`config.mk`:
```
export PLATFORM = sky130hd
export DESIGN_NAME = mode1_max_reduce
export DESIGN_NICKNAME = d
export VERILOG_FILES = /design/src/rtl/mode1_max_reduce_pkg.sv /design/src/rtl/mode1_max_reduce_max_tree_8.sv /design/src/rtl/mode1_max_reduce.sv
export SDC_FILE = /design/constraint.sdc
export NUM_CORES = 1
export LEC_CHECK = 0
export CAP_MARGIN = 10
export CORE_ASPECT_RATIO = 1.4
export CORE_MARGIN = 4
export CORE_UTILIZATION = 55
export CTS_BUF_LIST = sky130_fd_sc_hd__clkbuf_2 sky130_fd_sc_hd__clkbuf_4 sky130_fd_sc_hd__clkbuf_8
export CTS_CLUSTER_DIAMETER = 30
export CTS_CLUSTER_SIZE = 24
export DETAILED_ROUTE_END_ITERATION = 16
export HOLD_SLACK_MARGIN = 0.03
export PLACE_DENSITY = 0.84
export SLEW_MARGIN = 20
export SYNTH_ARGS = -nofsm -noshare
export SYNTH_HDL_FRONTEND = slang
export SYNTH_SLANG_ARGS = --single-unit
```
`constraint.sdc`:
```
create_clock -name clk -period 21 [get_ports clk]
set_clock_uncertainty 0.15 [all_clocks]
set_input_delay 5.25 -clock clk [delete_from_list [all_inputs] [get_ports clk]]
set_output_delay 5.25 -clock clk [all_outputs]
set_load 0.01 [all_outputs]
```
`src/rtl/mode1_max_reduce_pkg.sv`:
```
// Shared FP16 layout constants and the non-IEEE ordering helpers used by every
// comparator of the max-reduction front end.
package mode1_max_reduce_pkg;

    localparam int DATAWIDTH = 16;
    localparam int MANTISSA  = 10;
    localparam int EXPONENT  = 5;
    localparam int LANES     = 8;

    // Signed ordering key: zero exponent flushes to 0 (so +0, -0 and subnormals tie),
    // Inf/NaN encodings keep their raw magnitude and order as ordinary values.
    function automatic logic signed [DATAWIDTH:0] fp_key(input logic [DATAWIDTH-1:0] x);
        logic signed [DATAWIDTH:0] mag;
        mag = $signed({2'b00, x[DATAWIDTH-2:0]});
        if (x[MANTISSA +: EXPONENT] == '0) begin
            return '0;
        end
        return x[DATAWIDTH-1] ? -mag : mag;
    endfunction

    // The left operand survives unless the right one is strictly greater.
    function automatic logic [DATAWIDTH-1:0] fp_max(input logic [DATAWIDTH-1:0] left,
                                                    input logic [DATAWIDTH-1:0] right);
        return (fp_key(right) > fp_key(left)) ? right : left;
    endfunction

endpackage

```
`src/rtl/mode1_max_reduce_max_tree_8.sv`:
```
// Combinational 3-level compare tree, 8 lanes -> 1. Left inputs are always the
// lower-lane group, so the lowest lane holding the maximum wins.
module mode1_max_reduce_max_tree_8
    import mode1_max_reduce_pkg::*;
(
    input  logic [LANES*DATAWIDTH-1:0] i_lanes,
    output logic [DATAWIDTH-1:0]       o_max
);

    logic [DATAWIDTH-1:0] w_l1 [4];
    logic [DATAWIDTH-1:0] w_l2 [2];

    for (genvar g = 0; g < 4; g++) begin : g_level1
        assign w_l1[g] = fp_max(i_lanes[(2*g)*DATAWIDTH   +: DATAWIDTH],
                                i_lanes[(2*g+1)*DATAWIDTH +: DATAWIDTH]);
    end

    assign w_l2[0] = fp_max(w_l1[0], w_l1[1]);
    assign w_l2[1] = fp_max(w_l1[2], w_l1[3]);
    assign o_max   = fp_max(w_l2[0], w_l2[1]);

endmodule

```
`src/rtl/mode1_max_reduce.sv`:
```
// Streaming max-reduction front end: registered 8->1 tree (S1) feeding a running
// accumulator (S2); one scalar result per vector with a valid/ready handshake.
module mode1_max_reduce
    import mode1_max_reduce_pkg::*;
#(
    parameter int BEAT_W = 8
) (
    input  logic                 clk,
    input  logic                 reset,
    input  logic                 in_valid,
    output logic                 in_ready,
    input  logic                 in_last,
    input  logic [DATAWIDTH-1:0] in_data0,
    input  logic [DATAWIDTH-1:0] in_data1,
    input  logic [DATAWIDTH-1:0] in_data2,
    input  logic [DATAWIDTH-1:0] in_data3,
    input  logic [DATAWIDTH-1:0] in_data4,
    input  logic [DATAWIDTH-1:0] in_data5,
    input  logic [DATAWIDTH-1:0] in_data6,
    input  logic [DATAWIDTH-1:0] in_data7,
    output logic                 out_valid,
    input  logic                 out_ready,
    output logic [DATAWIDTH-1:0] out_max,
    output logic [BEAT_W-1:0]    out_beats,
    output logic                 overflow
);

    localparam logic [BEAT_W-1:0] CNT_MAX = '1;

    logic [LANES*DATAWIDTH-1:0] w_lanes;
    logic [DATAWIDTH-1:0]       w_tree_max;
    logic [DATAWIDTH-1:0]       w_acc_next;
    logic                       w_accept;

    logic                 r_busy;
    logic                 r_first_in;
    logic [BEAT_W-1:0]    r_beat_cnt;
    logic                 r_overflow;
    logic                 r_s1_valid;
    logic [DATAWIDTH-1:0] r_s1_max;
    logic                 r_s1_first;
    logic                 r_s1_last;
    logic [DATAWIDTH-1:0] r_acc;
    logic                 r_out_valid;
    logic [DATAWIDTH-1:0] r_out_max;
    logic [BEAT_W-1:0]    r_out_beats;

    assign w_lanes  = {in_data7, in_data6, in_data5, in_data4,
                       in_data3, in_data2, in_data1, in_data0};
    assign w_accept = in_valid & ~r_busy;

    mode1_max_reduce_max_tree_8 u_tree (
        .i_lanes (w_lanes),
        .o_max   (w_tree_max)
    );

    // Accumulator is the left operand, so an equal later beat never replaces it.
    assign w_acc_next = r_s1_first ? r_s1_max : fp_max(r_acc, r_s1_max);

    // NOTE: S1 payload is only ever consumed under r_s1_valid, so it carries no reset
    // and loads only on an accepted beat (idle lanes are never sampled).
    always_ff @(posedge clk) begin
        if (w_accept) begin
            r_s1_max   <= w_tree_max;
            r_s1_first <= r_first_in;
            r_s1_last  <= in_last;
        end
    end

    // NOTE: all state updates are non-blocking so every term reads pre-edge values.
    always_ff @(posedge clk) begin
        if (reset) begin
            r_busy      <= 1'b0;
            r_first_in  <= 1'b1;
            r_beat_cnt  <= '0;
            r_overflow  <= 1'b0;
            r_s1_valid  <= 1'b0;
            r_acc       <= '0;
            r_out_valid <= 1'b0;
            r_out_max   <= '0;
            r_out_beats <= '0;
        end else begin
            r_s1_valid <= w_accept;

            if (w_accept) begin
                r_first_in <= in_last;
                if (in_last) begin
                    r_busy <= 1'b1;
                end
                if (r_first_in) begin
                    r_beat_cnt <= BEAT_W'(1);
                end else if (r_beat_cnt == CNT_MAX) begin
                    r_overflow <= 1'b1;
                end else begin
                    r_beat_cnt <= r_beat_cnt + 1'b1;
                end
            end

            if (r_s1_valid) begin
                r_acc <= w_acc_next;
                if (r_s1_last) begin
                    r_out_valid <= 1'b1;
                    r_out_max   <= w_acc_next;
                    r_out_beats <= r_beat_cnt;
                end
            end

            // in_ready returns together with out_valid falling.
            if (r_out_valid && out_ready) begin
                r_out_valid <= 1'b0;
                r_busy      <= 1'b0;
            end
        end
    end

    assign in_ready  = ~r_busy;
    assign out_valid = r_out_valid;
    assign out_max   = r_out_max;
    assign out_beats = r_out_beats;
    assign overflow  = r_overflow;

endmodule

```
**Word level (Yosys, flattened, before mapping)**

Index checks and enable logic that the tools add are counted.

- Flip-flop bits (word level): 71
- Word-level logic and storage cells: 139

- Magnitude comparators: 8
- Eq/ne operators: 2
- Add/subtract/negate cells: 17
- Bitwise operators: 3
- Reductions and logical operators: 22
- Muxes and demuxes: 75

Operators with widths:

| cell | number |
|---|---|
| 2-to-1 mux 17 bit | 48 |
| negation 15 -> 17 bit | 16 |
| 2-to-1 mux 16 bit | 9 |
| > comparator 17 bit | 8 |
| zero test 5 bit | 16 |
| 2-to-1 mux 1 bit | 16 |
| 2-to-1 mux 8 bit | 2 |
| adder 8 x 1 -> 8 bit, second input constant | 1 |
| == test 8 bit, second input constant | 1 |
| AND reduction 2 bit | 3 |
| AND reduction 3 bit | 1 |
| != test 2 bit, second input constant | 1 |
| inverter 1 bit | 2 |
| OR reduction 2 bit | 1 |
| AND 1 bit | 1 |
| logical AND 1 bit | 1 |

**Depth between registers and ports, before layout**

Gate-level depths: netlist of the first run.

- Depth after elaboration: 15
- Mapped depth: 52
- Gate-level depth less buffers: 46

**Hierarchy**

Synthesis of the first run repeated with hierarchy kept, for this count alone.

- Cell total of the unflattened synthesis: 1,958
- Area, all modules: 14,054.7 µm²

By module, submodules not included:

| module | times used | cells each | area an instance (µm²) |
|---|---|---|---|
| mode1_max_reduce_max_tree_8 | 1 | 1,545 | 10,243.6 |
| mode1_max_reduce | 1 | 413 | 3,811.2 |

**Worst setup path before layout of the first run**

Ideal clock, no wire load.

- Kind: input port to flip-flop
- Start: in in_data4[4]
- End: reg r_s1_max[0] (data pin)
- Cell stages on the path: 45
- Slack: 5.934 ns
- Library setup time: 0.279 ns
- Path buffers: 6
- Arrival time: 14.637 ns
- Cell sequence: or3_1 nor4_1 nand2_1 or3_1 or3_1 o31ai_1 xnor2_1 nand2_1 ha_1 nand3_1 or3_1 a21o_1 a21oi_4 buf_4 buf_2 buf_2 nor2_1 a21oi_1 (+9 left out) buf_2 mux2_2 ha_1 nor2_1 xor2_1 nor2_1 ha_1 o21a_1 o21ai_0 nand2b_1 a21oi_1 nor2b_1 o21ai_0 a211oi_1 o211ai_1 o21ai_1 clkbuf_1 mux2i_1

- Word-level cells in the longest chain between the ends: 15
- Elaborated cells on any way between the ends: 19

Ends and longest elaborated chain:

| item | RTL line | RTL |
|---|---|---|
| start, declared | mode1_max_reduce.sv:17 | `input logic [DATAWIDTH-1:0] in_data4,` |
| negation 15 -> 17 bit | mode1_max_reduce_pkg.sv:18 | `return x[DATAWIDTH-1] ? -mag : mag;` |
| 2-to-1 mux 17 bit (2 in a row) | mode1_max_reduce_pkg.sv:18 |  |
| > comparator 17 bit | mode1_max_reduce_pkg.sv:24 | `return (fp_key(right) > fp_key(left)) ? right : left;` |
| 2-to-1 mux 16 bit (*) | mode1_max_reduce_pkg.sv:24 |  |
| negation 15 -> 17 bit or zero test 5 bit (tied branches) | mode1_max_reduce_pkg.sv:18, mode1_max_reduce_pkg.sv:15 |  |
| 2-to-1 mux 17 bit or 2-to-1 mux 1 bit (tied branches) | mode1_max_reduce_pkg.sv:18, mode1_max_reduce_pkg.sv:15 |  |
| 2-to-1 mux 17 bit | mode1_max_reduce_pkg.sv:18 |  |
| > comparator 17 bit | mode1_max_reduce_pkg.sv:24 |  |
| 2-to-1 mux 16 bit (*) | mode1_max_reduce_pkg.sv:24 |  |
| negation 15 -> 17 bit or zero test 5 bit (tied branches) | mode1_max_reduce_pkg.sv:18, mode1_max_reduce_pkg.sv:15 |  |
| 2-to-1 mux 17 bit or 2-to-1 mux 1 bit (tied branches) | mode1_max_reduce_pkg.sv:18, mode1_max_reduce_pkg.sv:15 |  |
| 2-to-1 mux 17 bit | mode1_max_reduce_pkg.sv:18 |  |
| > comparator 17 bit | mode1_max_reduce_pkg.sv:24 |  |
| 2-to-1 mux 16 bit (*) | mode1_max_reduce_pkg.sv:24 |  |
| named net u_tree.o_max[0] | mode1_max_reduce_max_tree_8.sv:7 | `output logic [DATAWIDTH-1:0] o_max` |
| end signal, assigned | mode1_max_reduce.sv:64 | `r_s1_max <= w_tree_max;` |
| end, declared | mode1_max_reduce.sv:40 | `logic [DATAWIDTH-1:0] r_s1_max;` |

The timed path passes the listed nets; every way through them passes the cells marked *.
A chain may end at the register's enable or synchronous reset.

**Worst setup path after layout of the first run**

- Start: in in_data1[2]
- End: reg r_s1_max[10] (data pin)

- Word-level cells in the longest chain between the ends: 15
- Elaborated cells on any way between the ends: 19

Ends and longest elaborated chain:

| item | RTL line | RTL |
|---|---|---|
| start, declared | mode1_max_reduce.sv:14 | `input logic [DATAWIDTH-1:0] in_data1,` |
| negation 15 -> 17 bit | mode1_max_reduce_pkg.sv:18 |  |
| 2-to-1 mux 17 bit (2 in a row) | mode1_max_reduce_pkg.sv:18 |  |
| > comparator 17 bit | mode1_max_reduce_pkg.sv:24 |  |
| 2-to-1 mux 16 bit (*) | mode1_max_reduce_pkg.sv:24 |  |
| negation 15 -> 17 bit or zero test 5 bit (tied branches) | mode1_max_reduce_pkg.sv:18, mode1_max_reduce_pkg.sv:15 |  |
| 2-to-1 mux 17 bit or 2-to-1 mux 1 bit (tied branches) | mode1_max_reduce_pkg.sv:18, mode1_max_reduce_pkg.sv:15 |  |
| 2-to-1 mux 17 bit | mode1_max_reduce_pkg.sv:18 |  |
| > comparator 17 bit | mode1_max_reduce_pkg.sv:24 |  |
| 2-to-1 mux 16 bit (*) | mode1_max_reduce_pkg.sv:24 |  |
| negation 15 -> 17 bit or zero test 5 bit (tied branches) | mode1_max_reduce_pkg.sv:18, mode1_max_reduce_pkg.sv:15 |  |
| 2-to-1 mux 17 bit or 2-to-1 mux 1 bit (tied branches) | mode1_max_reduce_pkg.sv:18, mode1_max_reduce_pkg.sv:15 |  |
| 2-to-1 mux 17 bit | mode1_max_reduce_pkg.sv:18 |  |
| > comparator 17 bit | mode1_max_reduce_pkg.sv:24 |  |
| 2-to-1 mux 16 bit (*) | mode1_max_reduce_pkg.sv:24 |  |
| named net u_tree.o_max[10] | mode1_max_reduce_max_tree_8.sv:7 |  |

Marked as above.

==> results of run 1 <==
-- per-stage QoR --
| step | hold WS, ns | cells | setup WS [ns] | instance area, µm² | power (mW) |
|---|---|---|---|---|---|
| 6_report | 0.308 | 2261 | 4.97 | 15400 | 1.28 |
| 5_1_grt | 0.336 | 2261 | 4.45 | 15400 | 1.40 |
| 4_1_cts | 0.309 | 2261 | 5.15 | 15400 | 1.27 |
| 3_5_place_dp | 0.300 | 2245 | 4.78 | 15200 | 1.15 |
| 3_3_place_gp | 0.293 | 2245 | 4.99 | 15100 | 1.12 |
| 2_1_floorplan | 0.295 | 1850 | 5.93 | 13400 | 0.922 |
-- worst paths after layout --
kind                                           startpoint                         to  slack (ns)  depth (start not counted)
worst max-delay path                          in_data1[2]     r_s1_max[10]$_DFFE_PP_        4.97                         40
worst max register to register     r_acc[11]$_SDFFE_PP0P_    out_max[6]$_SDFFE_PP0P_       16.77                         15
worst min register to register  out_beats[1]$_SDFFE_PP0P_  out_beats[1]$_SDFFE_PP0P_        0.31                          2
worst min-delay path            out_beats[1]$_SDFFE_PP0P_  out_beats[1]$_SDFFE_PP0P_        0.31                          2
-- power by group through the flow --
| stage | Sequential (mW) | Clock (mW) | Combinational [mW] |
|---|---|---|---|
| 2_1_floorplan | 0.204 | 0 | 0.718 |
| 3_3_place_gp | 0.223 | 0 | 0.896 |
| 3_5_place_dp | 0.225 | 0 | 0.926 |
| 4_1_cts | 0.222 | 0.114 | 0.933 |
| 5_1_grt | 0.227 | 0.120 | 1.05 |
| 6_report | 0.224 | 0.113 | 0.944 |
-- registers in the layout, summed over array words and instances (netlist names), 8 cells and up --
signal,flops
r_s1_max,16
r_beat_cnt,8
out_beats,8
r_acc,16
out_max,16
-- placed cells by master (no fill, tap or decap), drive strengths merged, types with 11 or more instances in the layout --
cell and count:
inv 43, a21oi 85, nor2 260, nand3 44, ha 153, edfxtp 18
and2 12, nor3 41, clkbuf 11, nand2 261, clkdlybuf4s50 159, xnor2 82
or3 22, a211oi 26, dfxtp 53, o21a 14, o31ai 48, a31oi 11
o211ai 13, mux2 39, nand2b 38, xor2 89, o41ai 12, mux2i 113
a21o 23, buf 12, or4 14, nor2b 28, o21ai 89, nand4 25
o221a 16, nor4 19
-- final cells by class --
type,count,area (µm²)
clock buffers,11,151
clock inverters,5,55.1
fillers,2181,8610
inverters,42,158
multi-input cells,1651,11300
flip-flops and latches,71,1600
well taps,310,388
repair buffers,171,1680
-- logic make-up after synthesis --
group / share of synthesized area (%)
XOR/XNOR: 11.1
AO/OA/AOI/OAI: 19.1
flip-flops: 11.9
AND/OR/NAND/NOR: 27.7
adder cells (fa/ha/maj): 14.2
buffers and inverters: 3.97
multiplexers: 11.9
-- worst reg2reg max path: stages, from the launching register on --
cell and delay [ns]:
dfxtp_1 0.39, nor4_1 0.50, nand2b_1 0.43, nand2_1 0.17, ha_1 0.26, nor2b_1 0.14, o21a_1 0.16, o21a_1 0.17
o21a_1 0.17, o21a_1 0.17, o21a_1 0.17, o211ai_1 0.16, a21oi_1 0.12, nor2_1 0.19, or3_1 0.54, o221a_2 0.30
-- routing by layer --
| layer | wire, µm | track usage [%] | part of all wire (%) |
|---|---|---|---|
| met1 | 15900 | 32.4 | 41 |
| met4 | 1630 | 11.8 | 4.1 |
| met5 | 0 | 0 | 0 |
| met3 | 1860 | 2.27 | 4.7 |
| met2 | 19900 | 51.8 | 51 |
==> flow_metrics.py, run 1 <==
metrics = {
    "outcome": {
        "status": "finished clean",
    },
    "floorplan": {
        "rows": 67,
        "die_h_um": 193,
        "core_area_mm2": 0.0240,
        "num_io_pins": 160,
        "die_x_um": 140,
        "initial_core_util_pct": 56.1,
        "die_area_mm2": 0.0270,
    },
    "synthesis": {
        "yosysWarnings": 0,
        "synth_top_area_share_pct": 14.2,
        "seq_area_frac_synth_pct": 11.9,
        "syn_nets": 2136,
        "avgSynthCellArea_um2": 7.27,
        "synth.area.top_cells": "ha_1 (14%), mux2i_1 (8.0%), dfxtp_1 (7.9%)",
        "synthCells": 1850,
        "synth-edff-count": 18,
        "ys_seq_elements": 71,
        "async_flop_share_pct": 0,
        "yosys.cell_types.count": 85,
        "synth.cell_area_mm2": 0.0134,
        "synth.largest_area_cell": "ha_1",
        "yosys-top-cells-count": "nand2_1 (260), nor2_1 (260), ha_1 (153)",
        "synth_ff_type": "dfxtp_1",
    },
    "drt": {
        "drc": 0,
        "vias_per_cell": 6.21,
        "ant_nets": 0,
        "wl_per_cell_um": 17.4,
        "drt_first_pass_iters": 7,
        "dr_total_vias": 14000,
        "first_iter_violations": 933,
        "drt_wl_total_um": 39300,
    },
    "power": {
        "p_clk_share_pct": 8.8,
        "power_frac_seq_pct": 17.5,
        "swShare_pct": 49.0,
        "power_density_mw_per_mm2": 83.4,
        "p_comb_share_pct": 73.7,
        "switchingPower_mw": 0.628,
        "cellLeakagePower_nw": 6.62,
        "vdd_ir_drop_max_v": 0.0000606,
        "p_int_mw": 0.653,
    },
    "sta": {
        "setup_viol": 0,
        "rsz0062_at_grt": "no",
        "timing.fmax_mhz": 62.4,
        "relSlewSlack_pct": 26.3,
        "timing.setup.tns_ns": 0,
        "min_period_ns": 16.03,
        "finalHoldViolCount": 0,
        "final_max_slew_viol_count": 0,
        "tightestPinTransition_ns": 1.10,
        "finalCritPeriodShare_pct": 76.3,
    },
    "grt": {
        "grt_pass1_wl_um": 63900,
        "grt_max_degree": 49,
        "grt_antenna_before_repair": 0,
        "grt_pass1_vias": 13500,
        "grt-ovfl-total": 0,
        "grtUsageTotal_pct": 27.7,
    },
    "setup_path": {
        "path_delay_family": "compound AO/OA/AOI/OAI gates",
        "cp_max_fo": 34,
        "cp.required_ns": 20.96,
        "crit_slowest_cell": "a21oi_1",
        "cpPeakStageDelay_ns": 0.81,
        "worstSetupPathType": "in -> reg",
        "path_buf_inv": 2,
        "endpoint_kind": "flip-flop",
        "crit_arrival_ns": 15.99,
        "startpoint_type": "primary input",
    },
    "cts": {
        "cts_htree_levels": 3,
        "holdBufCountCts": 0,
        "clkSinkCount": 71,
        "ctsResizeCount": 0,
        "cts.reportedPaths.clkPinSlew_ns": 0.07,
        "cts_buffers": 9,
        "clockRootBuffer": "clkbuf_8",
        "cts_tree": "built",
        "worstSkewPairLatency_ns": 0.37,
        "clockBufferDepth": 2,
        "cts_setup_buffers": 0,
    },
    "final_layout": {
        "post-route-util_pct": 64.1,
        "area_growth_pct": 14.3,
        "drive_gt1_share_pct": 6.30,
        "antennaDiodeCount": 0,
        "fin_nets": 2232,
    },
    "place": {
        "gp_congestion": 1.03,
        "dpl.hpwl_um": 31900,
        "port-buffer-count": 159,
    },
    "min_path": {
        "hold_path_class": "reg -> reg",
    },
    "run": {
        "maxCapViolCount": 0,
    },
}
Note: power is estimated with default switching activity, not from simulation.
==> run 2: changes to the inputs <==
--- a/config.mk
+++ b/config.mk
@@ -8,13 +8,13 @@
 export CAP_MARGIN = 10
 export CORE_ASPECT_RATIO = 1.4
 export CORE_MARGIN = 4
-export CORE_UTILIZATION = 55
+export CORE_UTILIZATION = 54
 export CTS_BUF_LIST = sky130_fd_sc_hd__clkbuf_2 sky130_fd_sc_hd__clkbuf_4 sky130_fd_sc_hd__clkbuf_8
 export CTS_CLUSTER_DIAMETER = 30
 export CTS_CLUSTER_SIZE = 24
 export DETAILED_ROUTE_END_ITERATION = 16
 export HOLD_SLACK_MARGIN = 0.03
-export PLACE_DENSITY = 0.84
+export PLACE_DENSITY = 0.86
 export SLEW_MARGIN = 20
 export SYNTH_ARGS = -nofsm -noshare
 export SYNTH_HDL_FRONTEND = slang
==> constraint.sdc (replaced) <==
create_clock -name clk -period 14.2 [get_ports clk]
set_clock_uncertainty 0.15 [all_clocks]
set_input_delay 3.55 -clock clk [delete_from_list [all_inputs] [get_ports clk]]
set_output_delay 3.55 -clock clk [all_outputs]
set_load 0.01 [all_outputs]
==> run 2 against run 1 <==
  * Design area grew 2.7%
  * Routed wire length grew 5.3%
  * Combinational power grew 55%
  * Flip-flop and latch count is the same
  * Setup slack lost 4.4 ns
  * Non-clock buffer count grew 46
  * Final cell count grew 2.3%
  * Power grew 54%
  * Critical path type unchanged
==> flow_metrics.py, run 2 (synthesized netlist as in run 1, its figures left out) <==
metrics = {
    "sta": {
        "finalCritPeriodShare_pct": 96.3,
        "finalHoldViolCount": 0,
        "timing.fmax_mhz": 73.1,
        "min_period_ns": 13.68,
        "setup_viol": 0,
        "final_max_slew_viol_count": 0,
        "relSlewSlack_pct": 26.2,
        "tightestPinTransition_ns": 1.10,
        "hold_ws_ns": 0.307,
    },
    "cts": {
        "cts.reportedPaths.clkPinSlew_ns": 0.08,
        "holdBufCountCts": 0,
        "cts_tree": "built",
        "clkSinkCount": 71,
        "clockBufferDepth": 2,
        "cts_htree_levels": 3,
        "cts_buffers": 9,
        "worstSkewPairLatency_ns": 0.35,
        "clockRootBuffer": "clkbuf_8",
    },
    "drt": {
        "drt_wl_total_um": 41400,
        "dr_total_vias": 14200,
        "ant_nets": 0,
        "first_iter_violations": 944,
        "drt_first_pass_iters": 7,
        "wl_per_cell_um": 17.9,
        "drc": 0,
        "vias_per_cell": 6.15,
    },
    "min_path": {
        "hold-path-cell-count": 2,
        "min_from": "out_beats[7]$_SDFFE_PP0P_",
        "hold_path_class": "reg -> reg",
        "min_to": "out_beats[7]$_SDFFE_PP0P_",
    },
    "place": {
        "dpl.hpwl_um": 33600,
        "port-buffer-count": 159,
        "gp_congestion": 0.991,
        "dpl_cell_area_mm2": 0.0154,
    },
    "run": {
        "maxCapViolCount": 0,
    },
    "grt": {
        "grt_pass1_vias": 13800,
        "grtUsageTotal_pct": 28.5,
        "grt-ovfl-total": 0,
        "grt_pass1_wl_um": 66600,
        "grt_max_degree": 49,
        "grt_antenna_before_repair": 0,
    },
    "floorplan": {
        "core_area_mm2": 0.0246,
        "num_io_pins": 160,
        "die_area_mm2": 0.0275,
        "initial_core_util_pct": 54.7,
        "die_x_um": 141,
        "rows": 68,
        "die_h_um": 195,
    },
    "power": {
        "p_total_mw": 1.98,
        "power_frac_seq_pct": 16.9,
        "vdd_ir_drop_max_v": 0.000101,
        "cellLeakagePower_nw": 6.85,
        "p_clk_share_pct": 9.1,
        "switchingPower_mw": 0.960,
        "p_int_mw": 1.02,
        "power_density_mw_per_mm2": 125,
        "p_comb_share_pct": 74.0,
        "swShare_pct": 48.6,
    },
    "setup_path": {
        "path_delay_family": "compound AO/OA/AOI/OAI gates",
        "timing.rr.end": "r_acc[15]$_SDFFE_PP0P_",
        "crit_slowest_cell": "or4_1",
        "r2r_slack_ns": 9.44,
        "endpoint_kind": "flip-flop",
        "worstSetupPathType": "in -> reg",
        "crit_top_cell": "ha_1",
        "cp.required_ns": 14.15,
        "path_buf_inv": 5,
        "reg2regPathDepth": 16,
        "r2r-start": "r_acc[11]$_SDFFE_PP0P_",
        "cpPeakStageDelay_ns": 0.56,
        "crit_arrival_ns": 13.63,
        "startpoint_type": "primary input",
        "cp_max_fo": 19,
    },
    "final_layout": {
        "area_growth_pct": 17.3,
        "fin_nets": 2280,
        "drive_gt1_share_pct": 8.85,
        "final_cell_area_mm2": 0.0158,
        "antennaDiodeCount": 0,
        "most-common-layout-cells": "nand2_1 (260), nor2_1 (260), clkdlybuf4s50_1 (159)",
        "post-route-util_pct": 64.2,
    },
    "outcome": {
        "status": "finished clean",
    },
}
==> run 2: changes by cell type in the layout (fill, tap and decap cells not counted), moves of 2 or more <==
cell and delta:
buf_4 +46, nor4_2 +2, clkbuf_8 -2, a21oi_1 -2, a21oi_2 +3
==> run 2: worst register-to-register path, cell delays in order (launching register included) <==
cell and delay [ns]:
dfxtp_1 0.39, nor4_1 0.52, nand2b_1 0.40, nand2_1 0.18, ha_1 0.26, nor2b_1 0.15
o21a_1 0.18, o21a_1 0.17, o21a_1 0.17, o21a_1 0.17, o21a_1 0.17, o211ai_1 0.18
a21oi_1 0.12, o211ai_1 0.78, buf_4 0.35, mux2i_1 0.23, nor2_1 0.06
==> run 2: layer usage <==
metal	vias up	global-route usage (%)	part of all wire, %
met5	-	0	0
met4	0	10.1	3.9
met3	131	2.49	4.7
met2	494	53.1	52
met1	6643	33.7	40
li1	6958	-	-
==> run 2: how the worst max path moves through the flow <==
stage	start	to	slack [ns]	cells after the start
global route	in_data4[2]	r_s1_max[7]$_DFFE_PP_	-0.05	42
global placement	in_data0[0]	r_s1_max[10]$_DFFE_PP_	0.31	41
CTS	in_data4[2]	r_s1_max[7]$_DFFE_PP_	0.40	37
finish	in_data0[0]	r_s1_max[7]$_DFFE_PP_	0.52	46
floorplan	in_data4[4]	r_s1_max[0]$_DFFE_PP_	0.83	45
detailed placement	in_data4[2]	r_s1_max[7]$_DFFE_PP_	0.07	41
==> run 2: what timing repair did <==
action,in CTS,in global routing
setup endpoints to repair,0,16
buffers inserted,0,10
gates resized for setup,0,8
==> run 2: cell type report <==
cell class	instances	area, µm²
timing repair buffer	217	2030
sequential	71	1600
clock inverter	7	93.8
fill	2176	8810
clock buffer	9	124
inverter	42	158
tap	315	394
multi-input combinational	1653	11400
==> run 2: per-stage QoR <==
| stage | TNS [ns] | instances | setup WS, ns |
|---|---|---|---|
| floorplan | 0 | 1850 | 0.834 |
| global placement | 0 | 2286 | 0.309 |
| detailed placement | 0 | 2286 | 0.0676 |
| CTS | 0 | 2302 | 0.401 |
| global route | -0.213 | 2314 | -0.0531 |
| finish | 0 | 2314 | 0.522 |
==> run 2: power by group through the flow <==
stage / clock (mW) / sequential, mW / combinational [mW]
finish: 0.179 / 0.335 / 1.46
global route: 0.189 / 0.340 / 1.62
CTS: 0.181 / 0.332 / 1.43
detailed placement: 0 / 0.336 / 1.42
global placement: 0 / 0.334 / 1.37
floorplan: 0 / 0.302 / 1.06
==> run 3: changes to the inputs <==
--- a/config.mk
+++ b/config.mk
@@ -14,8 +14,9 @@
 export CTS_CLUSTER_SIZE = 24
 export DETAILED_ROUTE_END_ITERATION = 16
 export HOLD_SLACK_MARGIN = 0.03
-export PLACE_DENSITY = 0.86
+export PLACE_DENSITY = 0.85
 export SLEW_MARGIN = 20
 export SYNTH_ARGS = -nofsm -noshare
 export SYNTH_HDL_FRONTEND = slang
+export SYNTH_HIERARCHICAL = 1
 export SYNTH_SLANG_ARGS = --single-unit
==> run 3 against run 2 <==
  * Global-route usage rose by 1.5 points
  * Combinational power rose by 8%
  * Sequential power barely moved
==> flow_metrics.py, run 3 <==
metrics = {
    "outcome": {
        "status": "finished clean",
    },
    "grt": {
        "grt_pass1_wl_um": 72200,
        "grt_max_degree": 49,
        "grt-ovfl-total": 0,
        "grt_antenna_before_repair": 0,
        "grt_pass1_vias": 15000,
        "grtUsageTotal_pct": 30.1,
    },
    "setup_path": {
        "r2r_slack_ns": 9.53,
        "endpoint_kind": "flip-flop",
        "crit_top_cell": "buf_4",
        "timing.rr.end": "out_max[9]$_SDFFE_PP0P_",
        "cp.required_ns": 14.17,
        "cp_max_fo": 16,
        "startpoint_type": "primary input",
        "worstSetupPathType": "in -> reg",
        "endpoint": "r_s1_max[2]$_DFFE_PP_",
        "cpPeakStageDelay_ns": 0.55,
        "reg2regPathDepth": 15,
        "crit_arrival_ns": 13.69,
        "crit_slowest_cell": "or4_1",
        "r2r-start": "r_s1_max[0]$_DFFE_PP_",
        "crit_path_start": "in_data5[3]",
    },
    "synthesis": {
        "synth_ff_type": "dfxtp_1",
        "syn_nets": 2244,
        "ys_seq_elements": 71,
        "yosysMostFrequentCell": "nand2_1",
        "synth-edff-count": 18,
        "yosysWarnings": 6,
        "synth.area.top_cells": "ha_1 (14%), dfxtp_1 (7.5%), mux2i_1 (7.5%)",
        "synth_top_area_share_pct": 13.6,
        "yosys.cell_types.count": 88,
        "synth.cell_area_mm2": 0.0141,
        "yosys-top-cells-count": "nand2_1 (267), nor2_1 (233), ha_1 (153)",
        "avgSynthCellArea_um2": 7.18,
        "seq_area_frac_synth_pct": 11.4,
        "async_flop_share_pct": 0,
        "synthCells": 1958,
        "synth.largest_area_cell": "ha_1",
    },
    "power": {
        "p_comb_share_pct": 75.4,
        "swShare_pct": 49.4,
        "vdd_ir_drop_max_v": 0.0000940,
        "p_int_mw": 1.06,
        "power_frac_seq_pct": 15.8,
        "p_clk_share_pct": 8.8,
        "switchingPower_mw": 1.04,
        "p_total_mw": 2.10,
        "cellLeakagePower_nw": 7.11,
        "power_density_mw_per_mm2": 127,
    },
    "drt": {
        "wl_per_cell_um": 18.6,
        "drt_first_pass_iters": 5,
        "drt_wl_total_um": 45000,
        "dr_total_vias": 15400,
        "first_iter_violations": 992,
        "drc": 0,
        "ant_nets": 0,
        "vias_per_cell": 6.35,
    },
    "place": {
        "dpl_cell_area_mm2": 0.0162,
        "gp_congestion": 1.01,
        "dpl.hpwl_um": 36200,
        "placed_cells": 2406,
        "port-buffer-count": 159,
        "place_ws_ns": -0.286,
    },
    "floorplan": {
        "die_h_um": 199,
        "initial_core_util_pct": 55.0,
        "num_io_pins": 160,
        "rows": 69,
        "die_area_mm2": 0.0287,
        "die_x_um": 144,
        "core_area_mm2": 0.0256,
    },
    "sta": {
        "final_max_slew_viol_count": 0,
        "timing.setup.tns_ns": 0,
        "timing.fmax_mhz": 72.9,
        "relSlewSlack_pct": 21.9,
        "finalCritPeriodShare_pct": 96.6,
        "tightestPinTransition_ns": 1.17,
        "finalHoldViolCount": 0,
        "hold_ws_ns": 0.307,
        "setup_viol": 0,
        "min_period_ns": 13.72,
        "setup_ws_ns": 0.477,
    },
    "final_layout": {
        "drive_gt1_share_pct": 10.1,
        "post-route-util_pct": 65.0,
        "final_cell_area_mm2": 0.0166,
        "antennaDiodeCount": 0,
        "instances_no_fill": 2422,
        "most-common-layout-cells": "nand2_1 (264), nor2_1 (232), clkdlybuf4s50_1 (159)",
        "final_common_cell": "nand2_1",
        "area_growth_pct": 18.2,
        "fin_nets": 2384,
    },
    "cts": {
        "cts_buffers": 9,
        "clkSinkCount": 71,
        "cts_tree": "built",
        "holdBufCountCts": 0,
        "cts.reportedPaths.clkPinSlew_ns": 0.08,
        "clockRootBuffer": "clkbuf_8",
        "cts_htree_levels": 3,
        "clockBufferDepth": 2,
        "worstSkewPairLatency_ns": 0.37,
    },
    "run": {
        "maxCapViolCount": 0,
    },
    "min_path": {
        "hold_path_class": "reg -> reg",
    },
}
-- run 3: changes by cell type after synthesis, moves of 9 or more --
cell      change
nor2_1       -27
clkbuf_1     +24
a21oi_1      +18
nor3_1       +17
nand2b_1     -16
o221a_2      -16
inv_1        +14
o21ai_0      +12
nand3_1      -11
a211oi_1     +10
and3_1        +9
-- run 3: cell type report --
| type | count | area (µm²) |
|---|---|---|
| multi-input cells | 1721 | 12000 |
| fillers | 2264 | 8940 |
| repair buffers | 239 | 2210 |
| flip-flops and latches | 71 | 1600 |
| well taps | 319 | 399 |
| inverters | 56 | 210 |
| clock buffers | 10 | 138 |
| clock inverters | 6 | 92.6 |
-- run 3: kinds of logic (layout without fill, tap and decap cells) --
group           Yosys count  after routing  share of synthesized area (%)
simple gates            795            795                           26.6
compound gates          449            449                           21.5
xor+xnor                174            174                           10.8
buf+inv                 166            311                           4.84
fa+ha+maj               153            153                           13.6
mux                     150            150                           11.2
flops                    71             71                           11.4
-- run 3: worst min path at each step --
stage	slack [ns]	depth (start not counted)	end	start
after floorplan	0.30	2	out_beats[7]$_SDFFE_PP0P_	r_beat_cnt[7]$_SDFFE_PP0P_
after global placement	0.29	2	out_beats[7]$_SDFFE_PP0P_	out_beats[7]$_SDFFE_PP0P_
after detailed placement	0.30	2	out_beats[0]$_SDFFE_PP0P_	out_beats[0]$_SDFFE_PP0P_
after CTS	0.31	2	out_beats[0]$_SDFFE_PP0P_	out_beats[0]$_SDFFE_PP0P_
after global routing	0.33	2	out_beats[7]$_SDFFE_PP0P_	out_beats[7]$_SDFFE_PP0P_
final	0.31	2	out_beats[1]$_SDFFE_PP0P_	out_beats[1]$_SDFFE_PP0P_
-- run 3: what timing repair did --
action | in CTS | in global routing
setup endpoints to repair | 0 | 16
resized for setup | 0 | 40
setup buffers | 0 | 0
-- run 3: layer usage --
layer | part of all wire [%] | GRT usage [%] | vias to the layer above
met2 | 50 | 54.2 | 669
li1 | - | - | 7353
met4 | 5.8 | 15.4 | 0
met3 | 5.7 | 3.54 | 208
met5 | 0 | 0 | -
met1 | 39 | 34.4 | 7161
-- run 3: worst max-delay path, delay by kind of cell --
family,cells,cell delay (ns)
AND/OR/NAND/NOR,16,3.62
multiplexers,1,0.37
XOR/XNOR,1,0.19
buffers and inverters,6,1.53
adder cells (fa/ha/maj),3,0.95
AO/OA/AOI/OAI,16,3.44
-- run 3: power groups by stage --
| stage | Sequential, mW | Clock, mW | Combinational (mW) |
|---|---|---|---|
| finish | 0.332 | 0.185 | 1.58 |
| floorplan | 0.301 | 0 | 1.13 |
| CTS | 0.329 | 0.186 | 1.54 |
| global placement | 0.331 | 0 | 1.47 |
| detailed placement | 0.334 | 0 | 1.53 |
| global route | 0.338 | 0.194 | 1.75 |
